[config.mk]
export PLATFORM = sky130hd
export DESIGN_NAME = alu_dispatch_sequencer
export DESIGN_NICKNAME = d
export VERILOG_FILES = /design/src/rtl/alu_dispatch_sequencer.sv
export SDC_FILE = /design/constraint.sdc
export NUM_CORES = 2
export LEC_CHECK = 0
export ABC_AREA = 0
export BUFFER_PORTS_ARGS = -buffer_cell sky130_fd_sc_hd__buf_2
export CAP_MARGIN = 40
export CORE_AREA = 2 2 600 602
export DETAILED_ROUTE_END_ITERATION = 16
export DIE_AREA = 0 0 602 604
export HOLD_SLACK_MARGIN = 0.06
export PLACE_DENSITY = 0.3
export SYNTH_ARGS = -nofsm -noshare
export SYNTH_HDL_FRONTEND = slang
export SYNTH_SLANG_ARGS = --single-unit
[constraint.sdc]
create_clock -name Clk -period 4.7 [get_ports Clk]
set_input_delay 0.94 -clock Clk [delete_from_list [all_inputs] [get_ports Clk]]
set_output_delay 0.94 -clock Clk [all_outputs]
set_load 0.01 [all_outputs]
[src/rtl/alu_dispatch_sequencer.sv]
// Sequences one ALU operation: opcode/src1/src2 bus phases, then waits for the
// selected unit's valid (bounded by TIMEOUT) and reports Done or Error.
module alu_dispatch_sequencer #(
  parameter int TIMEOUT = 16
) (
  input  logic         Clk,
  input  logic         Reset,
  input  logic         Start,
  input  logic [7:0]   Opcode,
  input  logic [255:0] Src1,
  input  logic [255:0] Src2,
  input  logic [255:0] IntAluDataOut,
  input  logic [255:0] MatAluDataOut,
  input  logic         IntValid,
  input  logic         MatValid,
  output logic [255:0] BusData,
  output logic         opcodeonBus,
  output logic         src1onBus,
  output logic         src2onBus,
  output logic         destonBus,
  output logic         UnitSel,
  output logic         Busy,
  output logic         Done,
  output logic         Error,
  output logic [255:0] Result
);

  typedef enum logic [2:0] {
    S_IDLE, S_OPC, S_SRC1, S_SRC2, S_WAIT, S_DONE, S_ERR
  } state_t;

  localparam logic [7:0] CNT_LAST = 8'(TIMEOUT - 1);

  state_t       state_q, state_d;
  logic [7:0]   opc_q, opc_d;
  logic [255:0] src1_q, src1_d;
  logic [255:0] src2_q, src2_d;
  logic         unit_q, unit_d;
  logic [7:0]   cnt_q, cnt_d;
  logic [255:0] result_q, result_d;
  logic         sel_vld;

  assign UnitSel = unit_q;
  assign Result  = result_q;
  assign sel_vld = unit_q ? IntValid : MatValid;

  always_comb begin
    state_d     = state_q;
    opc_d       = opc_q;
    src1_d      = src1_q;
    src2_d      = src2_q;
    unit_d      = unit_q;
    cnt_d       = cnt_q;
    result_d    = result_q;
    BusData     = '0;
    opcodeonBus = 1'b0;
    src1onBus   = 1'b0;
    src2onBus   = 1'b0;
    destonBus   = 1'b0;
    Done        = 1'b0;
    Error       = 1'b0;
    Busy        = (state_q != S_IDLE);
    case (state_q)
      S_IDLE: begin
        if (Start) begin
          opc_d   = Opcode;
          src1_d  = Src1;
          src2_d  = Src2;
          unit_d  = Opcode[7];
          state_d = S_OPC;
        end
      end
      S_OPC: begin
        BusData     = {248'b0, opc_q};
        opcodeonBus = 1'b1;
        state_d     = S_SRC1;
      end
      S_SRC1: begin
        BusData   = src1_q;
        src1onBus = 1'b1;
        state_d   = S_SRC2;
      end
      S_SRC2: begin
        BusData   = src2_q;
        src2onBus = 1'b1;
        cnt_d     = '0;
        state_d   = S_WAIT;
      end
      S_WAIT: begin
        destonBus = 1'b1;
        // valid is checked before the timeout so a coincident valid still completes
        if (sel_vld) begin
          result_d = unit_q ? IntAluDataOut : MatAluDataOut;
          state_d  = S_DONE;
        end else if (cnt_q == CNT_LAST) begin
          state_d = S_ERR;
        end else begin
          cnt_d = cnt_q + 8'd1;
        end
      end
      S_DONE: begin
        Done    = 1'b1;
        state_d = S_IDLE;
      end
      S_ERR: begin
        Error   = 1'b1;
        state_d = S_IDLE;
      end
      default: state_d = S_IDLE;
    endcase
  end

  always_ff @(posedge Clk) begin
    if (Reset) begin
      state_q  <= S_IDLE;
      opc_q    <= '0;
      src1_q   <= '0;
      src2_q   <= '0;
      unit_q   <= 1'b0;
      cnt_q    <= '0;
      result_q <= '0;
    end else begin
      state_q  <= state_d;
      opc_q    <= opc_d;
      src1_q   <= src1_d;
      src2_q   <= src2_d;
      unit_q   <= unit_d;
      cnt_q    <= cnt_d;
      result_q <= result_d;
    end
  end

endmodule

# Yosys cells after proc, flatten, opt, wreduce, memory -nomap -nowiden
# Index checks and enable logic that the tools add are counted.
[op_classes]
addsub = 1
n_eq_ne = 11
mux = 16
reduce_logical = 7
[op_table]
columns = ["cell", "n"]
rows = [
  ["$pmux W256 S3", 1],
  ["$mux W256", 1],
  ["$mux W8", 2],
  ["$pmux W8 S2", 1],
  ["$pmux W3 S5", 1],
  ["$eq A3 B3 Y1 const B", 3],
  ["$mux W3", 3],
  ["$add A8 B1 Y8 const B", 1],
  ["$eq A8 B4 Y1 const B", 1],
  ["$mux W1", 7],
  ["$eq A3 B2 Y1 const B", 2],
  ["$ne A2 B2 Y1 const B", 3],
  ["$reduce_and A2 Y1", 3],
  ["$eq A3 B1 Y1 const B", 1],
  ["$logic_not A3 Y1", 1],
  ["$ne A3 B3 Y1 const B", 1],
  ["$reduce_and A3 Y1", 1],
  ["$reduce_bool A3 Y1", 1],
  ["$reduce_bool A2 Y1", 1],
]
[totals]
ff_bits = 788
inputBits = 1037
elab_cells = 42

# Logic depth before layout (Yosys ltp)
[logic_depth]
ltp_word = 4
depth_mapped = 8
mapped_depth_nobuf = 5

# Worst setup path before layout
# Ideal clock, no wire load.
[synth_path]
path_kind = "reg-to-output"
start = "register state_q[2]"
end = "output port BusData[195]"
arrival_time_ns = 1.549
t_required_ns = 3.760
slack_ns = 2.211
path_stages_with_launch = 7
n_path_buf = 3
cell_sequence = "dfxtp_1 buf_4 or2_2 clkbuf_1 inv_2 clkbuf_1 a22o_1"
[synth_between]
elab_chain_len = 2
word_cells_on_any_way = 4
cone_classes = "eq/ne (3); mux (1)"
[synth_lines]
columns = ["item", "line", "rtl"]
rows = [
  ["start: declaration", "34", "state_t state_q, state_d;"],
  ["start signal: assignment", "123", "state_q <= state_d;"],
  ["$eq A3 B2 Y1 / $eq A3 B1 Y1 (equally long branches)", "63", "case (state_q)"],
  ["$pmux W256 S3 *", "63", ""],
  ["end: declaration", "16", "output logic [255:0] BusData,"],
]
# Every way passes the cells marked *; elsewhere a longest branch is shown, timed or not.

# Worst setup path in the final report
[layout_path]
start = "register state_q[1]"
end = "output port BusData[56]"
# The elaborated chain is that of the path after synthesis.

==> out/qor.csv <==
stage;metric;value;unit
detailed_routing;drc;0;
pwr;clockPowerShare;0.461;
global_routing;grt_use_met2;0.246;
clocking;clk_latency;0.84;ns
global_routing;antenna_found_initial;213;
floorplanning;die_w;602;um
synth;syn_inst;3799;
synth;synth.distinct_cells;39;
synth;synth-seq-cells;787;
pwr;swShare;0.294;
global_routing;grt_pass1_vias;33900;
worst_setup_path;worstSetupEndpointType;primary output;
pwr;power.internal;0.0132;W
clocking;ctsLongestPathBuffers;4;
pwr;combPwrFrac;0.134;
detailed_routing;drtIter0Drc;2032;
timing;slew_viol_final;0;
timing;setup_tns;0;ns
detailed_routing;wire_per_inst;24.8;um
final_layout;fin_util;0.137;
synth;synth_fa_ha_area_frac;0.000391;
detailed_routing;vias_per_cell;3.41;
timing;fmax;233;MHz
final_layout;final_cell_mix;buf_2, nand2_1, dfxtp_1;
worst_setup_path;timing.rr.start;state_q[2];
clocking;hold_buffers;0;
timing;skew;0.0342;ns
timing;setup_viol_count_final;0;
synth;synth_xor_area_frac;0;
clocking;tritoncts;done;
clocking;cts_resized;0;
synth;yosys.area_share.simple;0.160;
global_routing;grt_first_pass_wirelength;324;mm
global_routing;grt_max_degree;156;
worst_setup_path;crit_required;3.76;ns
clocking;cts-root-buf;clkbuf_16;
worst_setup_path;startpoint_type;register;
synth;syn_nets;4837;
final_layout;syn_to_final_growth;53.2;%
timing;rsz0062_at_grt;false;
clocking;clkSinkCount;787;
clocking;cts.htree.levels;3;
floorplanning;io_pins;1557;
synth;synth_top_family_by_area;compound AO/OA/AOI/OAI gates;
floorplanning;row_count;220;
placed_design;dpl.hpwl;208;mm
global_routing;grt_usage;0.132;
pwr;p_seq_frac;0.405;
final_layout;drive_gt1_frac;0.347;
floorplanning;start_util;0.0896;
placed_design;gp_congestion;1.03;
worst_setup_path;path_max_fanout;68;
timing;finalHoldViolCount;0;
pwr;p_sw;0.00549;W
worst_setup_path;criticalPathCategory;reg2out;
timing;tightest_slew;0.995;ns
detailed_routing;firstDrtPassIters;7;
global_routing;top_usage_layer;met2;
timing;fin_crit_sh;0.915;
timing;max-slew-margin-rel;0.336;
flow_run;cap_violations;0;
clocking;path_clk_slew;0.06;ns
min_path;hp-class;in2reg;
clocking;cts_buffers;109;
synth;synth_mux_area_frac;0.0832;
floorplanning;fp.dieH;604;um
final_layout;final_common_cell;buf_2;
synth;syn_avg_cell_area;8.43;um^2
outcome;status;finished clean;
global_routing;met3_usage;0.0396;
detailed_routing;ant_nets;0;
pwr;power_density;381;nW/um^2
pwr;leakage;19.6;nW
global_routing;met1_usage;0.134;
placed_design;portBuffers;1556;
timing;fin_crit;4.30;ns
pwr;peakVddDrop;0.241;mV
detailed_routing;route.vias.total;34600;
floorplanning;dieArea;364000;um^2
synth;synth_compound_gate_area_share;0.215;
final_layout;num-fill-cells;41300;
detailed_routing;drt-total-wl;252;mm
worst_setup_path;startpoint;state_q[1];
floorplanning;coreArea;358000;um^2
min_path;worstHoldStart;Src1[187];
clocking;postCtsSetupRepairBufs;0;
synth;yosysSeqAreaShare;0.492;
worst_setup_path;worstPathArrival;3.36;ns
final_layout;nNetsFinal;6255;
synth;netlist_area;32000;um^2
global_routing;grt-ovfl-total;0;
synth;yosys_warnings;0;
## cells by family (layout without fill, tap and decap cells)
kind of cell	Yosys count	in the layout
flops	787	787
simple gates	1344	1344
other cells	0	82
buf+inv	353	1848
mux	265	265
compound gates	1049	1049
fa+ha+maj	1	1
## power groups by stage
stage	clock, W	sequential [W]	combinational [W]
global placement	0	0.00775	0.00254
CTS	0.00901	0.00757	0.00257
detailed placement	0	0.00771	0.00256
global route	0.00920	0.00759	0.00276
finish	0.00862	0.00756	0.00251
floorplan	0	0.00739	0.00131
## final timing paths
path                       to  slack [ns]  cells past startpoint
hold / removal    src1_q[187]        0.34                      3
setup / recovery  BusData[56]        0.40                      6
hold reg to reg     src2_q[6]        0.45                      2
setup reg to reg  src1_q[108]        1.78                      5
## sequential cells by signal, summed over array words and instances (netlist names)
name	cells
opc_q	8
state_q	3
cnt_q	8
src1_q	256
src2_q	256
Result	256
## synth_stat cells
master / count / share of area
nand2_1: 1045 / 0.12
dfxtp_1: 787 / 0.49
a21oi_1: 523 / 0.082
nor2_1: 264 / 0.031
a211oi_1: 258 / 0.060
mux2i_1: 256 / 0.080
a22o_1: 248 / 0.068
clkbuf_1: 207 / 0.024
buf_2: 107 / 0.017
buf_4: 28 / 0.0066
nand3_1: 11 / 0.0017
a22oi_1: 8 / 0.0019
mux2_2: 8 / 0.0028
or3_1: 6 / 0.0012
buf_1: 5 / 0.00059
a31oi_1: 4 / 0.00078
and2_1: 4 / 0.00078
inv_1: 3 / 0.00035
nor2b_1: 3 / 0.00059
nand4_1: 2 / 0.00039
nor3_1: 2 / 0.00031
o21ai_0: 2 / 0.00031
or2_2: 2 / 0.00039
and4_1: 1 / 0.00027
buf_6: 1 / 0.00035
clkinv_4: 1 / 0.00027
ha_1: 1 / 0.00039
inv_2: 1 / 0.00012
mux2i_2: 1 / 0.00043
nor2_4: 1 / 0.00035
nor3b_2: 1 / 0.00039
o2111ai_1: 1 / 0.00027
o211ai_1: 1 / 0.00023
o211ai_4: 1 / 0.00066
o21a_1: 1 / 0.00023
o21bai_1: 1 / 0.00023
o31ai_1: 1 / 0.00023
or3b_4: 1 / 0.00035
or4_1: 1 / 0.00023
## final cells by class
type / instances / area, um^2 / area share
clock inverter: 32 / 508 / 0.0104
antenna: 82 / 205 / 0.00418
tap: 4773 / 5970 / 0.122
clock buffer: 156 / 3090 / 0.0631
inverter: 5 / 31.3 / 0.000638
timing repair buffer: 1655 / 8780 / 0.179
sequential: 787 / 15800 / 0.321
multi-input combinational: 2659 / 14700 / 0.300
## critical path: stages (launching register included)
cell and delay (ns):
dfxtp_1 0.70, nand2_1 0.10, or2_2 0.41, inv_8 0.49, buf_4 0.40, a22o_1 0.19, buf_2 0.14
## per-stage QoR
step	instances	cell area [um^2]	hold WS, ns	total power, W	setup slack [ns]
floorplan	3799	32000	0.433	0.00869	2.21
global placement	9879	45300	0.445	0.0103	1.21
detailed placement	9879	45300	0.443	0.0103	1.14
CTS	10100	48900	0.216	0.0192	0.202
global route	10100	49000	0.274	0.0195	0.0809
finish	10100	49100	0.342	0.0187	0.402
## layer usage
| metal | share of wire | vias to the layer above |
|---|---|---|
| li1 | - | 16100 |
| met1 | 0.36 | 16400 |
| met2 | 0.52 | 1465 |
| met3 | 0.069 | 555 |
| met4 | 0.049 | 122 |
| met5 | 0.0029 | - |
Power figures use the tool's default switching activity.
